==> src/rtl/tree_loader.sv <==
// tree_loader: receives a framed byte stream of decision-tree node words for
// one channel, checks the frame checksum, and only then writes the buffered
// node words into node memory at channel*MAX_CLUSTERS + k.
module tree_loader #(
    parameter int FEATURES        = 3,
    parameter int COEFF_BIT_DEPTH = 4,
    parameter int BIAS_BIT_DEPTH  = 10,
    parameter int MAX_CLUSTERS    = 5,
    parameter int CHANNEL_COUNT   = 16,
    parameter int WORD_DEPTH      = 24
) (
    input  logic                                            clk,
    input  logic                                            reset,
    input  logic                                            in_valid,
    input  logic [7:0]                                      in_data,
    output logic                                            in_ready,
    output logic                                            mem_ce,
    output logic                                            mem_we,
    output logic [$clog2(MAX_CLUSTERS*CHANNEL_COUNT)-1:0]   mem_a,
    output logic [WORD_DEPTH-1:0]                           mem_d,
    output logic                                            load_done,
    output logic                                            load_error,
    output logic [$clog2(CHANNEL_COUNT)-1:0]                ch_loaded
);

    localparam int WORD_BYTES = WORD_DEPTH / 8;
    localparam int NB         = MAX_CLUSTERS * WORD_BYTES;   // data bytes per frame
    localparam int BUF_W      = MAX_CLUSTERS * WORD_DEPTH;
    localparam int CW         = $clog2(NB);
    localparam int AW         = $clog2(MAX_CLUSTERS * CHANNEL_COUNT);
    localparam int CHW        = $clog2(CHANNEL_COUNT);

    // Node word field boundaries, LSB upward: spare, bias, coeff1, coeff0, mask, flags
    localparam int BIAS_LSB = 1;
    localparam int C1_LSB   = BIAS_LSB + BIAS_BIT_DEPTH;
    localparam int C0_LSB   = C1_LSB + COEFF_BIT_DEPTH;
    localparam int MASK_LSB = C0_LSB + COEFF_BIT_DEPTH;
    localparam int FLAG_LSB = MASK_LSB + FEATURES;

    typedef enum logic [1:0] {
        S_HEADER,
        S_DATA,
        S_CHECK,
        S_COMMIT
    } state_t;

    state_t               state_q, state_d;
    logic [CW-1:0]        cnt_q, cnt_d;        // data byte index, reused as commit word index
    logic [7:0]           csum_q, csum_d;
    logic [7:0]           chan_q, chan_d;
    logic [BUF_W-1:0]     buf_q, buf_d;        // word 0 ends up in the top WORD_DEPTH bits
    logic                 done_q, done_d;
    logic                 err_q, err_d;
    logic [CHW-1:0]       ch_loaded_q, ch_loaded_d;

    logic                 accept;
    logic                 frame_good;
    logic                 commit;
    logic [WORD_DEPTH-1:0] word;

    assign in_ready   = (state_q != S_COMMIT) && !reset;
    assign accept     = in_valid && in_ready;
    assign frame_good = (in_data == csum_q) && (32'(chan_q) < CHANNEL_COUNT);

    // Next-state logic: frame parsing, checksum accumulation and commit sequencing
    always_comb begin
        state_d     = state_q;
        cnt_d       = cnt_q;
        csum_d      = csum_q;
        chan_d      = chan_q;
        buf_d       = buf_q;
        done_d      = 1'b0;
        err_d       = 1'b0;
        ch_loaded_d = ch_loaded_q;
        case (state_q)
            S_HEADER: begin
                if (accept) begin
                    chan_d  = in_data;
                    csum_d  = in_data;
                    cnt_d   = '0;
                    state_d = S_DATA;
                end
            end
            S_DATA: begin
                if (accept) begin
                    buf_d  = {buf_q[BUF_W-9:0], in_data};
                    csum_d = csum_q ^ in_data;
                    cnt_d  = cnt_q + 1'b1;
                    if (cnt_q == CW'(NB - 1)) begin
                        state_d = S_CHECK;
                    end
                end
            end
            S_CHECK: begin
                if (accept) begin
                    cnt_d = '0;
                    if (frame_good) begin
                        state_d = S_COMMIT;
                    end else begin
                        state_d = S_HEADER;
                        err_d   = 1'b1;
                    end
                end
            end
            S_COMMIT: begin
                // Shift the next word to the top so the write path never indexes the buffer
                buf_d = buf_q << WORD_DEPTH;
                cnt_d = cnt_q + 1'b1;
                if (cnt_q == CW'(MAX_CLUSTERS - 1)) begin
                    state_d     = S_HEADER;
                    done_d      = 1'b1;
                    ch_loaded_d = chan_q[CHW-1:0];
                end
            end
            default: state_d = S_HEADER;
        endcase
    end

    // State and datapath registers with synchronous reset
    always_ff @(posedge clk) begin
        if (reset) begin
            state_q     <= S_HEADER;
            cnt_q       <= '0;
            csum_q      <= '0;
            chan_q      <= '0;
            buf_q       <= '0;
            done_q      <= 1'b0;
            err_q       <= 1'b0;
            ch_loaded_q <= '0;
        end else begin
            state_q     <= state_d;
            cnt_q       <= cnt_d;
            csum_q      <= csum_d;
            chan_q      <= chan_d;
            buf_q       <= buf_d;
            done_q      <= done_d;
            err_q       <= err_d;
            ch_loaded_q <= ch_loaded_d;
        end
    end

    assign commit = (state_q == S_COMMIT) && !reset;
    assign word   = buf_q[BUF_W-1 -: WORD_DEPTH];

    // Memory write port: active only during COMMIT, all zeros otherwise
    always_comb begin
        mem_ce = 1'b0;
        mem_we = 1'b0;
        mem_a  = '0;
        mem_d  = '0;
        if (commit) begin
            mem_ce = 1'b1;
            mem_we = 1'b1;
            mem_a  = AW'(ch_loaded_idx(chan_q)) * AW'(MAX_CLUSTERS) + AW'(cnt_q);
            // Stored verbatim; assembled by field to make the layout explicit
            mem_d  = {word[WORD_DEPTH-1:FLAG_LSB], word[FLAG_LSB-1:MASK_LSB],
                      word[MASK_LSB-1:C0_LSB],     word[C0_LSB-1:C1_LSB],
                      word[C1_LSB-1:BIAS_LSB],     word[BIAS_LSB-1:0]};
        end
    end

    function automatic logic [CHW-1:0] ch_loaded_idx(input logic [7:0] ch);
        return ch[CHW-1:0];
    endfunction

    assign load_done  = done_q;
    assign load_error = err_q;
    assign ch_loaded  = ch_loaded_q;

endmodule

==> config.mk <==
export PLATFORM = sky130hd
export DESIGN_NAME = tree_loader
export DESIGN_NICKNAME = d
export VERILOG_FILES = /design/src/rtl/tree_loader.sv
export SDC_FILE = /design/constraint.sdc
export NUM_CORES = 1
export LEC_CHECK = 0
export ABC_AREA = 0
export CORE_ASPECT_RATIO = 1.25
export CORE_MARGIN = 5
export CORE_UTILIZATION = 60
export CTS_BUF_LIST = sky130_fd_sc_hd__clkbuf_4
export DETAILED_ROUTE_END_ITERATION = 7
export GPL_ROUTABILITY_DRIVEN = 0
export PLACE_DENSITY = 0.81
export RECOVER_POWER = 50
export SLEW_MARGIN = 20
export SYNTH_ARGS = -nofsm -noshare
export SYNTH_HDL_FRONTEND = slang
export SYNTH_SLANG_ARGS = --single-unit
==> constraint.sdc <==
create_clock -name clk -period 5.7 [get_ports clk]
set_clock_uncertainty 0.2 [all_clocks]
set_input_delay 0.57 -clock clk [delete_from_list [all_inputs] [get_ports clk]]
set_output_delay 0.57 -clock clk [all_outputs]
set_load 0.03 [all_outputs]
## After elaboration in Yosys (flattened, before gate mapping)

Index checks and enable logic that the tools add are counted.

| storage, ports and cells | value |
|---|---|
| flip-flop bits (word level) | 148 |
| bits in latches | 0 |
| RAM bits | 0 |
| bits in read-only memories | 0 |
| input port bits | 11 |
| output and inout port bits | 40 |
| word-level logic and storage cells | 66 |
| memories kept | 0 |

| operators by class | value |
|---|---|
| add/subtract/negate cells | 2 |
| multipliers | 1 |
| div/mod/pow operators | 0 |
| $lt $le $gt $ge | 1 |
| equality and inequality tests | 13 |
| shifts and indexed selects | 0 |
| mux-type cells | 20 |
| bitwise operators | 4 |
| reduce and logical (&&, ||, !) cells | 17 |

Operators by type and width:

| cell | count |
|---|---|
| $pmux W120 S2 | 1 |
| $mux W120 | 1 |
| $mux W24 | 1 |
| $mux W8 | 2 |
| $pmux W8 S2 | 1 |
| $mux W2 | 6 |
| $ne A2 B2 Y1 const B | 6 |
| $pmux W4 S3 | 1 |
| $eq A8 B8 Y1 | 1 |
| $lt A8 B5 Y1 const B | 1 |
| $mux W4 | 2 |
| $pmux W2 S4 | 1 |
| $reduce_and A2 Y1 | 4 |
| $xor A8 B8 Y8 | 1 |
| $add A7 B4 Y7 | 1 |
| $mul A4 B3 Y7 const B | 1 |
| $mux W7 | 1 |
| $reduce_and A5 Y1 | 1 |
| $add A4 B1 Y4 const B | 1 |
| $eq A2 B2 Y1 const B | 2 |
| $eq A4 B3 Y1 const B | 1 |
| $eq A4 B4 Y1 const B | 1 |
| $logic_and A1 B1 Y1 | 4 |
| $reduce_bool A2 Y1 | 2 |
| other kinds (9) | 14 |

## Logic depth before layout (Yosys ltp)

| depth | value |
|---|---|
| word-level depth | 5 |
| mapped depth | 8 |
| gate-level depth less buffers | 7 |

## Least setup slack after synthesis

Ideal clock, no wire load.

| timing | value |
|---|---|
| path type | register to output |
| start | register chan_q[1] |
| end | output mem_a[5] |
| arrival time | 2.484 ns |
| data required time | 4.930 ns |
| path slack | 2.446 ns |
| cell stages (with the launch flop) | 8 |
| buffers on the path | 0 |
| path through | dfxtp_1 > ha_1 > fa_1 > ha_1 > a21o_1 > a21oi_1 > xor2_1 > nor3_1 |

| between the ends | value |
|---|---|
| cells in the longest elaborated chain, start to end | 3 |

Ends and longest elaborated chain:

| item | RTL line | RTL |
|---|---|---|
| start, declared | 50 | `logic [7:0] chan_q, chan_d;` |
| start signal, assigned | 134 | `chan_q <= chan_d;` |
| $mul A4 B3 Y7 | 154 | `mem_a = AW'(ch_loaded_idx(chan_q)) * AW'(MAX_CLUSTERS) + AW'(cnt_q);` |
| $add A7 B4 Y7 | 154 |  |
| $mux W7 | 151 | `if (commit) begin` |
| end, declared | 19 | `output logic [$clog2(MAX_CLUSTERS*CHANNEL_COUNT)-1:0] mem_a,` |

No other way between the ends.

## Worst setup path after layout

| timing | value |
|---|---|
| start | register state_q[0] |
| end | register buf_q[54] |

| between the ends | value |
|---|---|
| cells in the longest elaborated chain, start to end | 5 |
| elaborated cells on any way between the ends | 9 |
| classes of those cells | eq/ne (4); mux (1); reduce/logical (4) |

Ends and longest elaborated chain:

| item | RTL line | RTL |
|---|---|---|
| start, declared | 47 | `state_t state_q, state_d;` |
| start signal, assigned | 131 | `state_q <= state_d;` |
| $ne A2 B2 Y1 | 61 | `assign in_ready = (state_q != S_COMMIT) && !reset;` |
| $logic_and A1 B1 Y1 | 61 |  |
| $logic_and A1 B1 Y1 | 62 | `assign accept = in_valid && in_ready;` |
| $ne A2 B2 Y1 (no line) | n/a |  |
| $reduce_and A2 Y1 (no line) | n/a |  |
| end signal, assigned | 135 | `buf_q <= buf_d;` |
| end, declared | 51 | `logic [BUF_W-1:0] buf_q, buf_d;` |

Parallel ways exist; a longest one is shown, timed or not.
A chain may end at the register's enable or synchronous reset.

==> flow_metrics.tcl <==
set metrics [dict create \
    relSlewSlack -0.739 \
    cts_max_level 4 \
    clkLatencyLatePin_ps 510 \
    crit_chain "inv_1, or3_1, clkbuf_2, nand2_1, a311oi_2" \
    synth-xor-area-share 0.0131 \
    min_period_over_period 0.807 \
    max-clock-path-buffers 2 \
    worst_setup_path_end_kind "flip-flop" \
    final_antenna_net_count 0 \
    antenna_found_initial 1 \
    swShare 0.256 \
    timing.reg2reg.setup_slack_ps 1100 \
    cp-start-kind "flip-flop" \
    synthAdderAreaFrac 0.0292 \
    p_int_mw 1.24 \
    mostFrequentLayoutCells "237 x nand2_1, 148 x dfxtp_1, 116 x nor2_1" \
    seq_power_share 0.634 \
    drt_first_pass_iters 5 \
    ys_seq_elements 148 \
    critPathBufInv 2 \
    cts_made_buffers 17 \
    tns_ps 0 \
    remaining_drc_errors 0 \
    holdPathStages 2 \
    io_pins 51 \
    r2r_cells 5 \
    tightest_slew_ps 2610 \
    grt_max_degree 109 \
    dieArea_um2 14600 \
    synth_flop_cell "dfxtp_1" \
    vias_per_cell 5.86 \
    crit_arrival_ps 4820 \
    synth-edff-count 0 \
    rsz0062_at_grt "false" \
    final_layout_size_suffix_gt1_frac 0.125 \
    p_per_area_nw_per_um2 213 \
    hold_buffers 0 \
    grt_overflow 0 \
    min_path_type "flip-flop to flip-flop" \
    num_vias 6039 \
    worstHoldStart "chan_q[4]" \
    cts_setup_buffers 0 \
    synthMuxAreaShare 0.0190 \
    final_common_cell "nand2_1" \
    syn_to_final_growth_pct 6.18 \
    ys_seq_area_frac 0.402 \
    syn-num-nets 886 \
    drv_cap 1 \
    cts_resized 0 \
    violations "capacitance limit, slew limit" \
    synth_simple_gate_area_share 0.240 \
    r2r_end "buf_q[54]" \
    setup_viol 0 \
    hpwl_um 10200 \
    critical-path-top-delay-family "simple AND/OR/NAND/NOR gates" \
    worstHoldEndpoint "chan_q[4]" \
    routed_wl_um 15500 \
    syn_area_um2 7370 \
    ys_types 39 \
    pre_cts_slack_ps 2100 \
    worst_slack_ps 1100 \
    cp.required_ps 5920 \
    layout_min_cycle_time_ps 4600 \
    grt_pass1_wl_um 26600 \
    synth_top_family_by_area "simple AND/OR/NAND/NOR gates" \
    fin_nets 884 \
    grt_pass1_vias 5671 \
    peakVddDrop_mv 0.0973 \
    grt_use_total 0.220 \
    fill_cells 1027 \
    die-width_um 109 \
    p_leak_nw 2.78 \
    io_buffers 50 \
    cpMaxStageDelayCell "or3_1" \
    outcome "finished with violations" \
    drtIter0Drc 467 \
    post_synth.cell_area_avg_um2 8.57 \
    switchingPower_mw 0.427 \
    fmax_mhz 217 \
    cp-startpoint "state_q[0]" \
    path_max_fanout 80 \
    initial_core_util 0.608 \
    syn_inst 859 \
    hold_viol_final 0 \
    drv_slew 81 \
    post_drt_wl_per_cell_um 15.1 \
    die_h_um 134 \
    clk_pin_slew_ps 110 \
    critPathKind "flip-flop to flip-flop" \
    power.share.clock 0.300 \
    rr_startpoint "state_q[0]" \
    coreArea_um2 12100 \
    yosysWarnings 0 \
    synth-async-reset-ratio 0 \
    rows 45 \
    synth-compound-area-share 0.239 \
    p_comb_frac 0.066 \
    cts_sinks 148 \
    cts_tree "done" \
    root_buffer "clkbuf_4" \
    cpPeakStageDelay_ps 1950 \
]
[layout make-up]
cell class	instances	area [µm²]	area share
antenna	1	2.50	0.000320
clock buffer	19	143	0.0182
clock inverter	9	43.8	0.00560
inverter	4	15.0	0.00192
multi-input combinational	629	3890	0.498
sequential	148	2960	0.379
tap	164	205	0.0262
timing repair buffer	57	556	0.0710
[cell families (layout without fill, tap and decap cells)]
| group | count (synthesis) | in the layout |
|---|---|---|
| buffers and inverters | 82 | 89 |
| DFF | 148 | 148 |
| and+or+nand+nor | 427 | 427 |
| other | 0 | 1 |
| AOI/OAI and AO/OA | 161 | 161 |
| adders and majority gates | 16 | 16 |
| xor gates and xnor gates | 11 | 11 |
| muxes | 14 | 14 |
[layer usage]
| layer | track usage | up-vias | wire length (µm) |
|---|---|---|---|
| li1 | - | 2966 | - |
| met1 | 0.289 | 2930 | 6860 |
| met2 | 0.355 | 122 | 7860 |
| met3 | 0.0501 | 21 | 512 |
| met4 | 0.0765 | 0 | 304 |
| met5 | 0 | - | 0 |
[worst register-to-register path, cell delays in order, from the launching register on]
cell,delay (ps)
dfxtp_1,540
inv_1,430
or3_1,1950
clkbuf_2,920
nand2_1,170
a311oi_2,300
[power by group through the flow]
stage	logic, mW	registers (mW)	clock network, mW
finish	0.109	1.06	0.500
global route	0.122	1.06	0.556
CTS	0.112	1.06	0.516
detailed placement	0.111	1.08	0
global placement	0.108	1.08	0
floorplan	0.0934	1.07	0
[worst max path at each step]
stage	cells past startpoint	slack, ps	end
after floorplan	7	2450	mem_a[5]
after global placement	8	2190	mem_a[5]
after detailed placement	8	2100	mem_a[5]
after CTS	8	1490	mem_a[5]
after global routing	5	680	buf_q[55]
final	5	1100	buf_q[54]
[cell usage after synthesis, types with 2 or more instances]
cell	n	area share
nand2_1	238	0.12
dfxtp_1	148	0.40
nor2_1	116	0.059
a311oi_2	87	0.18
clkbuf_1	40	0.020
a21oi_1	37	0.025
and2_1	29	0.025
nand3_1	24	0.016
buf_2	20	0.014
ha_1	14	0.024
mux2i_1	14	0.019
buf_6	11	0.017
o21ai_0	11	0.0075
a22oi_1	9	0.0092
a311oi_1	9	0.011
nor3_1	8	0.0054
xor2_1	7	0.0083
buf_1	4	0.0020
inv_1	4	0.0020
xnor2_1	4	0.0048
a21o_1	2	0.0020
buf_4	2	0.0020
fa_1	2	0.0054
nor3_2	2	0.0027
nor4_1	2	0.0017
o211ai_1	2	0.0020
[flip-flops by register name (all words and copies together), names as in the netlist]
register    cells
chan_q          8
cnt_q           4
ch_loaded       4
state_q         2
load_done       1
load_error      1
csum_q          8
buf_q         120
[metrics by stage]
stage               total power, mW  area (µm²)   util  hold WS (ps)  instances
floorplan                      1.17        7370      -           231        859
global placement               1.19        7730  0.639           240       1002
detailed placement             1.19        7730  0.639           245       1002
CTS                            1.69        7920  0.654           262       1030
global route                   1.74        7820  0.646           281       1031
finish                         1.67        7820  0.646           261       1031
Power figures use the tool's default switching activity.
